<file path="config.mk">
export PLATFORM = sky130hd
export DESIGN_NAME = ahblite_decode_mux
export DESIGN_NICKNAME = d
export VERILOG_FILES = /design/src/rtl/ahblite_decode_mux_pkg.sv /design/src/rtl/ahblite_decode_mux_default_slave.sv /design/src/rtl/ahblite_decode_mux.sv
export SDC_FILE = /design/constraint.sdc
export NUM_CORES = 1
export LEC_CHECK = 0
export CAP_MARGIN = 30
export CELL_PAD_IN_SITES_DETAIL_PLACEMENT = 1
export CELL_PAD_IN_SITES_GLOBAL_PLACEMENT = 1
export CORE_AREA = 2 2 95 97
export CTS_BUF_LIST = sky130_fd_sc_hd__clkbuf_8
export DETAILED_ROUTE_END_ITERATION = 7
export DIE_AREA = 0 0 97 99
export DONT_BUFFER_PORTS = 1
export GPL_TIMING_DRIVEN = 0
export MAX_ROUTING_LAYER = met4
export PLACE_DENSITY = 0.47
export REMOVE_ABC_BUFFERS = 1
export SYNTH_ARGS = -nofsm -noshare
export SYNTH_HDL_FRONTEND = slang
export SYNTH_SLANG_ARGS = --single-unit
</file>
<file path="constraint.sdc">
create_clock -name HCLK -period 1.9 [get_ports HCLK]
set_input_delay 0.475 -clock HCLK [delete_from_list [all_inputs] [get_ports HCLK]]
set_output_delay 0.475 -clock HCLK [all_outputs]
set_load 0.005 [all_outputs]
</file>
<file path="src/rtl/ahblite_decode_mux_pkg.sv">
// Shared definitions for the AHB-Lite decoder/mux: default-slave state
// encoding, SoC default memory map and a transfer-type helper.
package ahblite_decode_mux_pkg;

    typedef enum logic [1:0] {
        DS_IDLE = 2'd0,
        DS_ERR1 = 2'd1,
        DS_ERR2 = 2'd2
    } ds_state_e;

    localparam logic [1:0] HTRANS_IDLE   = 2'b00;
    localparam logic [1:0] HTRANS_BUSY   = 2'b01;
    localparam logic [1:0] HTRANS_NONSEQ = 2'b10;
    localparam logic [1:0] HTRANS_SEQ    = 2'b11;

    localparam logic [31:0] MAP_RAMCODE_BASE = 32'h0000_0000;
    localparam logic [31:0] MAP_RAMDATA_BASE = 32'h2000_0000;
    localparam logic [31:0] MAP_APB_BASE     = 32'h4000_0000;
    localparam logic [31:0] MAP_REGION_MASK  = 32'hFFFF_0000;

    function automatic logic htrans_active(input logic [1:0] htrans);
        return (htrans == HTRANS_NONSEQ) || (htrans == HTRANS_SEQ);
    endfunction

endpackage

</file>
<file path="src/rtl/ahblite_decode_mux_default_slave.sv">
// Default slave: answers active transfers to unmapped addresses with the
// two-cycle AHB ERROR response.
module ahblite_default_slave
    import ahblite_decode_mux_pkg::*;
(
    input  logic clk_i,
    input  logic rst_ni,
    input  logic hready_i,
    input  logic err_req_i,
    output logic ready_o,
    output logic resp_o
);

    ds_state_e state_q, state_d;

    always_ff @(posedge clk_i or negedge rst_ni) begin
        if (!rst_ni) state_q <= DS_IDLE;
        else         state_q <= state_d;
    end

    always_comb begin
        state_d = DS_IDLE;
        case (state_q)
            DS_IDLE: state_d = (hready_i && err_req_i) ? DS_ERR1 : DS_IDLE;
            DS_ERR1: state_d = DS_ERR2;
            DS_ERR2: state_d = (hready_i && err_req_i) ? DS_ERR1 : DS_IDLE;
            default: state_d = DS_IDLE;
        endcase
    end

    always_comb begin
        ready_o = 1'b1;
        resp_o  = 1'b0;
        case (state_q)
            DS_ERR1: begin ready_o = 1'b0; resp_o = 1'b1; end
            DS_ERR2: begin ready_o = 1'b1; resp_o = 1'b1; end
            default: begin ready_o = 1'b1; resp_o = 1'b0; end
        endcase
    end

endmodule

</file>
<file path="src/rtl/ahblite_decode_mux.sv">
// AHB-Lite address decoder and slave-response multiplexer with an internal
// default slave for unmapped addresses.
module ahblite_decode_mux
    import ahblite_decode_mux_pkg::*;
#(
    parameter int                  NPORT     = 5,
    parameter logic [NPORT-1:0]    PORT_EN   = 5'b00111,
    parameter logic [NPORT*32-1:0] PORT_BASE = {32'h0, 32'h0, MAP_APB_BASE,
                                                MAP_RAMDATA_BASE, MAP_RAMCODE_BASE},
    parameter logic [NPORT*32-1:0] PORT_MASK = {32'h0, 32'h0, MAP_REGION_MASK,
                                                MAP_REGION_MASK, MAP_REGION_MASK}
) (
    input  logic                  HCLK,
    input  logic                  HRESETn,
    input  logic [31:0]           HADDR,
    input  logic [1:0]            HTRANS,
    output logic [NPORT-1:0]      HSEL,
    input  logic [NPORT-1:0]      HREADYOUT_S,
    input  logic [NPORT-1:0]      HRESP_S,
    input  logic [NPORT*32-1:0]   HRDATA_S,
    output logic                  HREADY,
    output logic                  HRESP,
    output logic [31:0]           HRDATA
);

    logic [NPORT-1:0] hit;
    logic [NPORT-1:0] hsel_dec;
    logic [NPORT-1:0] dsel_q, dsel_d;
    logic             err_req;
    logic             ds_ready, ds_resp;

    always_comb begin
        hit = '0;
        for (int i = 0; i < NPORT; i++) begin
            hit[i] = PORT_EN[i] &&
                     ((HADDR & PORT_MASK[32*i +: 32]) ==
                      (PORT_BASE[32*i +: 32] & PORT_MASK[32*i +: 32]));
        end
    end

    // Scan downwards so the lowest-index hit is the last one written.
    always_comb begin
        hsel_dec = '0;
        for (int i = NPORT - 1; i >= 0; i--) begin
            if (hit[i]) begin
                hsel_dec    = '0;
                hsel_dec[i] = 1'b1;
            end
        end
    end

    assign HSEL    = hsel_dec;
    assign err_req = htrans_active(HTRANS) && (hsel_dec == '0);
    assign dsel_d  = HREADY ? hsel_dec : dsel_q;

    always_ff @(posedge HCLK or negedge HRESETn) begin
        if (!HRESETn) dsel_q <= '0;
        else          dsel_q <= dsel_d;
    end

    ahblite_default_slave u_default_slave (
        .clk_i     (HCLK),
        .rst_ni    (HRESETn),
        .hready_i  (HREADY),
        .err_req_i (err_req),
        .ready_o   (ds_ready),
        .resp_o    (ds_resp)
    );

    // dsel_q is one-hot or zero; zero hands the bus to the default slave.
    always_comb begin
        HREADY = ds_ready;
        HRESP  = ds_resp;
        HRDATA = 32'h0;
        for (int i = 0; i < NPORT; i++) begin
            if (dsel_q[i]) begin
                HREADY = HREADYOUT_S[i];
                HRESP  = HRESP_S[i];
                HRDATA = HRDATA_S[32*i +: 32];
            end
        end
    end

endmodule

</file>
Word-level counts from Yosys, hierarchy flattened
Cells that the tools add are included.
- eq/ne operators: 6
- mux-type cells: 22
- reduce and logical (&&, ||, !) cells: 8
- operators by type and width (kind ; number):
    32-bit 2-to-1 mux ; 5
    32-bit zero test ; 1
    16-bit by 14-bit equality test with 1-bit output (second input constant) ; 1
    16-bit by 15-bit equality test with 1-bit output (second input constant) ; 1
    1-bit 2-to-1 mux ; 13
    5-bit 2-to-1 mux ; 2
    2-bit equality test (second input constant) ; 3
    5-bit zero test ; 1
    2-bit one-hot mux with 2 select lines ; 1
    2-bit OR reduction ; 2
    3-bit 2-to-1 mux ; 1
    2-bit by 1-bit equality test with 1-bit output (second input constant) ; 1
    1-bit logical AND ; 2
    2-bit zero test ; 1
    1-bit logical OR ; 1
- bits in registers: 7
- input port bits: 206
- output and inout bits: 39
- logic and storage cells: 38

Longest topological paths before layout
Gate-level depths: netlist of the first run.
- depth after elaboration: 10
- gate-level depth with buffers: 6
- gate-level depth less buffers: 6

Modules after synthesis
Synthesis of the first run repeated with hierarchy kept, for this count alone.
- cell total of the unflattened synthesis: 160
- area, all modules: 1036.0 µm²
- modules (own cells, without submodules) (module ; instances ; cells an instance ; area each (µm²) ; sequential area each (µm²)):
    ahblite_decode_mux ; 1 ; 147 ; 894.6 ; 75.1
    ahblite_default_slave ; 1 ; 13 ; 141.4 ; 50.0

Worst setup path after synthesis of the first run
No wires, ideal clock.
- kind: input-to-output
- from: input HADDR[24]
- to: output HSEL[1]
- data arrival time: 1238 ps
- data required time: 1425 ps
- slack: 187 ps
- stages on the path: 3
- path buffers: 0
- cell sequence: nor4_1 nand4_1 nor3b_2
- word-level cells in the longest chain between the ends: 3
- elaborated cells on any way between the ends: 4
- classes of those cells: eq/ne: 1; mux: 2; reduce/logical: 1
- RTL lines (what ; RTL line ; RTL):
    start, declared ; ahblite_decode_mux.sv:15 ; input logic [31:0] HADDR,
    16-bit by 14-bit equality test with 1-bit output ; ahblite_decode_mux.sv:36 ; ((HADDR & PORT_MASK[32*i +: 32]) ==
    5-bit 2-to-1 mux ; ahblite_decode_mux.sv:45 ; if (hit[i]) begin
    5-bit 2-to-1 mux (*) ; ahblite_decode_mux.sv:45 ;
    end, declared ; ahblite_decode_mux.sv:17 ; output logic [NPORT-1:0] HSEL,
Every way passes the cells marked *; elsewhere a longest branch is shown, timed or not.

Worst setup path after layout of the first run
- from: register u_default_slave.state_q[0]
- to: output HREADY
- word-level cells in the longest chain between the ends: 7
- RTL lines (what ; RTL line ; RTL):
    start, declared ; ahblite_decode_mux_default_slave.sv:14 ; ds_state_e state_q, state_d;
    start signal, assigned ; ahblite_decode_mux_default_slave.sv:18 ; else state_q <= state_d;
    2-bit by 1-bit equality test with 1-bit output ; ahblite_decode_mux_default_slave.sv:34 ; case (state_q)
    1-bit 2-to-1 mux ; ahblite_decode_mux_default_slave.sv:34 ;
    1-bit 2-to-1 mux (5 in a row) ; ahblite_decode_mux.sv:76 ; if (dsel_q[i]) begin
    end, declared ; ahblite_decode_mux.sv:21 ; output logic HREADY,
Every way passes these cells.

==> results of run 1 <==
## through the flow
stage / utilization [%] / hold slack [ps] / setup WS, ps
CTS: 15.2 / 463 / -16.9
floorplan: - / 179 / -827
global placement: 12.6 / 180 / -2060
finish: 15.9 / 462 / 36.5
detailed placement: 13.4 / 180 / -371
global route: 15.9 / 462 / -37.8
## logic make-up after synthesis
| logic type | Yosys count |
|---|---|
| AOI/OAI and AO/OA | 71 |
| DFF | 5 |
| muxes | 4 |
| other | 1 |
| and+or+nand+nor | 52 |
| buffers and inverters | 20 |
| adders and majority gates | 4 |
## registers in the layout (all words and copies together), names as in the netlist
signal                   count
dsel_q                       3
u_default_slave.state_q      2
## per-layer routing
metal / GRT usage, % / share of wire [%] / vias up
li1: - / - / 583
met1: 9.32 / 39 / 574
met2: 14.3 / 52 / 87
met3: 1.28 / 8.7 / 2
met4: 1.63 / 0.45 / 0
met5: - / 0 / -
## timing repair
action,CTS,global route
setup endpoints to repair,36,33
gates resized for setup,17,25
setup buffers,9,3
hold buffers,1,0
hold endpoints to repair,5,0
pin swaps,3,4
## cell type report
cell class | instances | share of cell area [%]
Clock buffer | 3 | 3.04
Clock inverter | 1 | 0.277
Inverter | 4 | 1.11
Multi-Input combinational cell | 133 | 62.7
Sequential cell | 5 | 9.59
Tap cell | 108 | 9.96
Timing Repair Buffer | 16 | 13.3
## cells in the final DEF, fill, tap and decap left out, types with 2 or more instances in the layout
master    instances
a21oi_1           2
o21ai_0           5
conb_1            2
a22oi_1          31
buf_12            3
ha_1              3
o21ai_1          28
inv_2             2
nor4_2            3
buf_4            11
nor2_1            3
inv_1             3
dfrtp_1           3
nor3_1            2
nand2_1          35
clkbuf_8          3
## path summary, 6_finish.rpt
kind,startpoint,end,slack [ps],cells past startpoint
worst max-delay path,u_default_slave.state_q[0],HREADY,40,5
worst min-delay path,HREADYOUT_S[2],dsel_q[2],460,2
worst max register to register,u_default_slave.state_q[0],dsel_q[1],200,6
worst min register to register,u_default_slave.state_q[0],u_default_slave.state_q[1],610,1
max in group asynchronous,HRESETn,dsel_q[1],1130,1
min in group asynchronous,HRESETn,dsel_q[1],550,1
## power breakdown
group / internal (W) / total, W / switching (W)
Combinational: 0.000160 / 0.000300 / 0.000140
Clock: 0.000138 / 0.000187 / 0.0000492
Sequential: 0.000127 / 0.000142 / 0.0000152
## worst max-delay path, stage by stage (launching register included)
cell and delay, ps:
dfrtp_1 400, ha_2 190, and2b_4 160, o31ai_4 230
mux2i_4 120, inv_2 70
==> flow_metrics.tcl, run 1 <==
set metrics [dict create \
    status "finished clean" \
    placedInstanceArea_mm2 0.00115 \
    fp.dieW_um 97 \
    dp_hpwl_mm 3.37 \
    synth_edf_count 0 \
    yosys.area.top_type "a22oi_1" \
    die-area_mm2 0.00960 \
    netlist_area_mm2 0.00102 \
    drive_above_1_share_pct 22.2 \
    synth_compound_area_share_pct 44.7 \
    firstDrtPassIters 4 \
    clockBufferDepth 2 \
    io_buffer_count 0 \
    cts_made_buffers 3 \
    fillers 1053 \
    ir_drop_v 0.000175 \
    fp.dieH_um 99 \
    ys.flop_type "dfrtp_1" \
    synth-simple-area-share_pct 24.4 \
    yosysTopAreaCellShare_pct 22.9 \
    start_util_pct 11.9 \
    clk_latency_ps 220 \
    post-route-period-util_pct 98.1 \
    seqCellArea_um2 130 \
    grt_pass1_wl_mm 6.06 \
    wl_per_cell_um 15.8 \
    total_power_w 0.000629 \
    track_usage_pct 7.92 \
    fin_area_mm2 0.00136 \
    drc 0 \
    cts.clk_slew.worst_paths_ps 40 \
    synthXorXnorAreaFrac_pct 0 \
    yosys.cell_count.top_type "nand2_1" \
    yosysWarnings 0 \
    overflow 0 \
    synth.distinct_cells 31 \
    routed_via_density 4.61 \
    cp-start-kind "flop" \
    cp.arrival_ps 1390 \
    avgSynthCellArea_um2 6.47 \
    synth_cells 157 \
    async_flop_share_pct 100 \
    powerDensity_mw_per_mm2 464 \
    cts_max_level 1 \
    skew_ps 1.17 \
    nets 373 \
    setup_violations 0 \
    hold_viol 0 \
    rsz0062_at_grt "yes" \
    crit_type "reg -> out" \
    fin_setup_tns_ps 0 \
    area_delta_synth_final_pct 33.5 \
    endpoint_kind "primary output" \
    first_iter_violations 43 \
    max_freq_ghz 0.537 \
    ant_nets 0 \
    finalNonFillerCells 270 \
    drv_slew 0 \
    routed_wl_mm 4.26 \
    worstPathMaxFanout 3 \
    clockRootBuffer "clkbuf_8" \
    p_leak_nw 0.409 \
    hold_path.class "in -> reg" \
    via_count 1246 \
    ys_ff_latch 5 \
    cts_tree "done" \
    yosys-top-cells-count "nand2_1 (35), o21ai_0 (34), a22oi_1 (31)" \
    synth_top_family_by_area "compound AO/OA/AOI/OAI gates" \
    diodes 0 \
    antenna_found_initial 0 \
    dp_cells 253 \
    min_period_ps 1860 \
    std_cell_rows 34 \
    gp_congestion 0.668 \
    multi_input_area_um2 851 \
    cts_sinks 5 \
    fp.coreArea_mm2 0.00855 \
    synthMuxAreaShare_pct 4.56 \
    netlist_top_cells_area "a22oi_1 (23%), o21ai_0 (17%), nand2_1 (13%)" \
    grt_pass1_vias 1196 \
    cp.required_ps 1420 \
    seq_area_frac_synth_pct 12.3 \
    synth_fa_ha_area_share_pct 4.93 \
    grt_max_degree 55 \
    io_pins 245 \
    cap_violations 0 \
]
No activity file was read; power rests on OpenSTA's default activity.
==> run 2, diff against run 1 <==
Settings changed: MAX_ROUTING_LAYER met4 to not set.
==> run 2 against run 1 <==
Global-route usage is 0.24 points lower. Die area stayed put. Sequential cell count stayed put. Sequential power hardly changed. Maximum frequency stayed put. Critical path type unchanged. Critical endpoint unchanged. Setup slack stayed put. First-iteration DRC count stayed put. Largest power group unchanged. Non-clock buffer count stayed put. Clock skew stayed put. Count of clock-buffer cells in the layout stayed put. Register-to-register slack hardly changed. Final cell count stayed put.
==> flow_metrics.tcl, run 2 (synthesis gave the netlist of run 1 again) <==
set metrics [dict create \
    status "finished clean" \
    clk_latency_ps 220 \
    fillers 1053 \
    utilization_pct 15.9 \
    area_delta_synth_final_pct 33.5 \
    whs_ps 462 \
    cts_max_level 1 \
    gp_congestion 0.662 \
    drc 0 \
    max_freq_ghz 0.537 \
    track_usage_pct 7.67 \
    fp.dieW_um 97 \
    die-area_mm2 0.00960 \
    final_common_cell "nand2_1" \
    place_ws_ps -371 \
    layout_common_cells "nand2_1 (35), a22oi_1 (31), o21ai_1 (28)" \
    cp-start-kind "flop" \
    dp_cells 253 \
    grt_max_degree 55 \
    largest_reg_flops 3 \
    clockRootBuffer "clkbuf_8" \
    cp.arrival_ps 1390 \
    cap_violations 0 \
    wl_per_cell_um 15.8 \
    timing.final.ws_setup_ps 36.5 \
    via_count 1247 \
    rr_startpoint "u_default_slave.state_q[0]" \
    io_buffer_count 0 \
    grt_pass1_vias 1195 \
    worstPathMaxFanout 3 \
    io_pins 245 \
    cp.required_ps 1420 \
    finalNonFillerCells 270 \
    p_leak_nw 0.409 \
    rsz0062_at_grt "yes" \
    crit_type "reg -> out" \
    min_period_ps 1860 \
    fp.dieH_um 99 \
    cts_sinks 5 \
    cts_made_buffers 3 \
    firstDrtPassIters 4 \
    overflow 0 \
    skew_ps 1.17 \
    grt_pass1_wl_mm 6.07 \
    cts_tree "done" \
    antenna_found_initial 0 \
    drv_slew 0 \
    dp_hpwl_mm 3.37 \
    clockBufferDepth 2 \
    ant_nets 0 \
    first_iter_violations 43 \
    diodes 0 \
    powerDensity_mw_per_mm2 464 \
    hold_path.class "in -> reg" \
    fp.coreArea_mm2 0.00855 \
    setup_violations 0 \
    top_register "dsel_q" \
    nets 373 \
    min_from "HREADYOUT_S[2]" \
    crit_path_start "u_default_slave.state_q[0]" \
    reg_top3 "dsel_q x3, u_default_slave.state_q x2" \
    routed_wl_mm 4.26 \
    ir_drop_v 0.000175 \
    std_cell_rows 34 \
    start_util_pct 11.9 \
    drive_above_1_share_pct 22.2 \
    cts.clk_slew.worst_paths_ps 40 \
    total_power_w 0.000629 \
    post-route-period-util_pct 98.1 \
    endpoint_kind "primary output" \
    hold_viol 0 \
    routed_via_density 4.62 \
]
run 2: cell counts in the layout (fill, tap and decap cells not counted):
No cell type changed its count.
run 2: routing by layer:
layer / global-route usage [%] / up-vias / part of all wire [%]
met5: 0 / - / 0
met4: 1.63 / 0 / 0.45
met3: 1.28 / 2 / 8.7
met2: 14.3 / 87 / 52
met1: 9.28 / 575 / 39
li1: - / 583 / -
run 2: what timing repair did:
action | CTS | global route
hold buffers | 1 | 0
pin swaps | 3 | 4
gates resized for setup | 17 | 25
endpoints found under the hold margin | 5 | 0
setup buffers | 9 | 3
endpoints found under the setup margin | 36 | 33
gates cloned | 0 | 0
run 2: worst paths after layout:
kind | slack, ps | to | cells past startpoint
worst max-delay path | 40 | HREADY | 5
worst min-delay path | 460 | dsel_q[2] | 2
worst max register to register | 200 | dsel_q[1] | 6
worst min register to register | 610 | u_default_slave.state_q[1] | 1
max in group asynchronous | 1130 | dsel_q[1] | 1
min in group asynchronous | 550 | dsel_q[1] | 1
run 2: layout make-up:
class | count | area [um2] | area share, %
Clock inverter | 1 | 3.75 | 0.277
Tap cell | 108 | 135 | 9.96
Inverter | 4 | 15.0 | 1.11
Timing Repair Buffer | 16 | 180 | 13.3
Clock buffer | 3 | 41.3 | 3.04
Sequential cell | 5 | 130 | 9.59
Multi-Input combinational cell | 133 | 851 | 62.7
run 2: worst max-delay path, stage by stage, from the launching register on:
cell     delay, ps
dfrtp_1        400
ha_2           190
and2b_4        160
o31ai_4        230
mux2i_4        120
inv_2           70
run 2: through the flow:
stage / area (um2) / TNS, ps
global route: 1360 / -221
CTS: 1300 / -16.9
floorplan: 946 / -26050
finish: 1360 / 0
global placement: 1080 / -64450
detailed placement: 1150 / -8180
run 2: where the power goes:
part,internal (W),switching [W]
Combinational,0.000160,0.000140
Sequential,0.000127,0.0000152
Clock,0.000138,0.0000492
Total,0.000426,0.000204
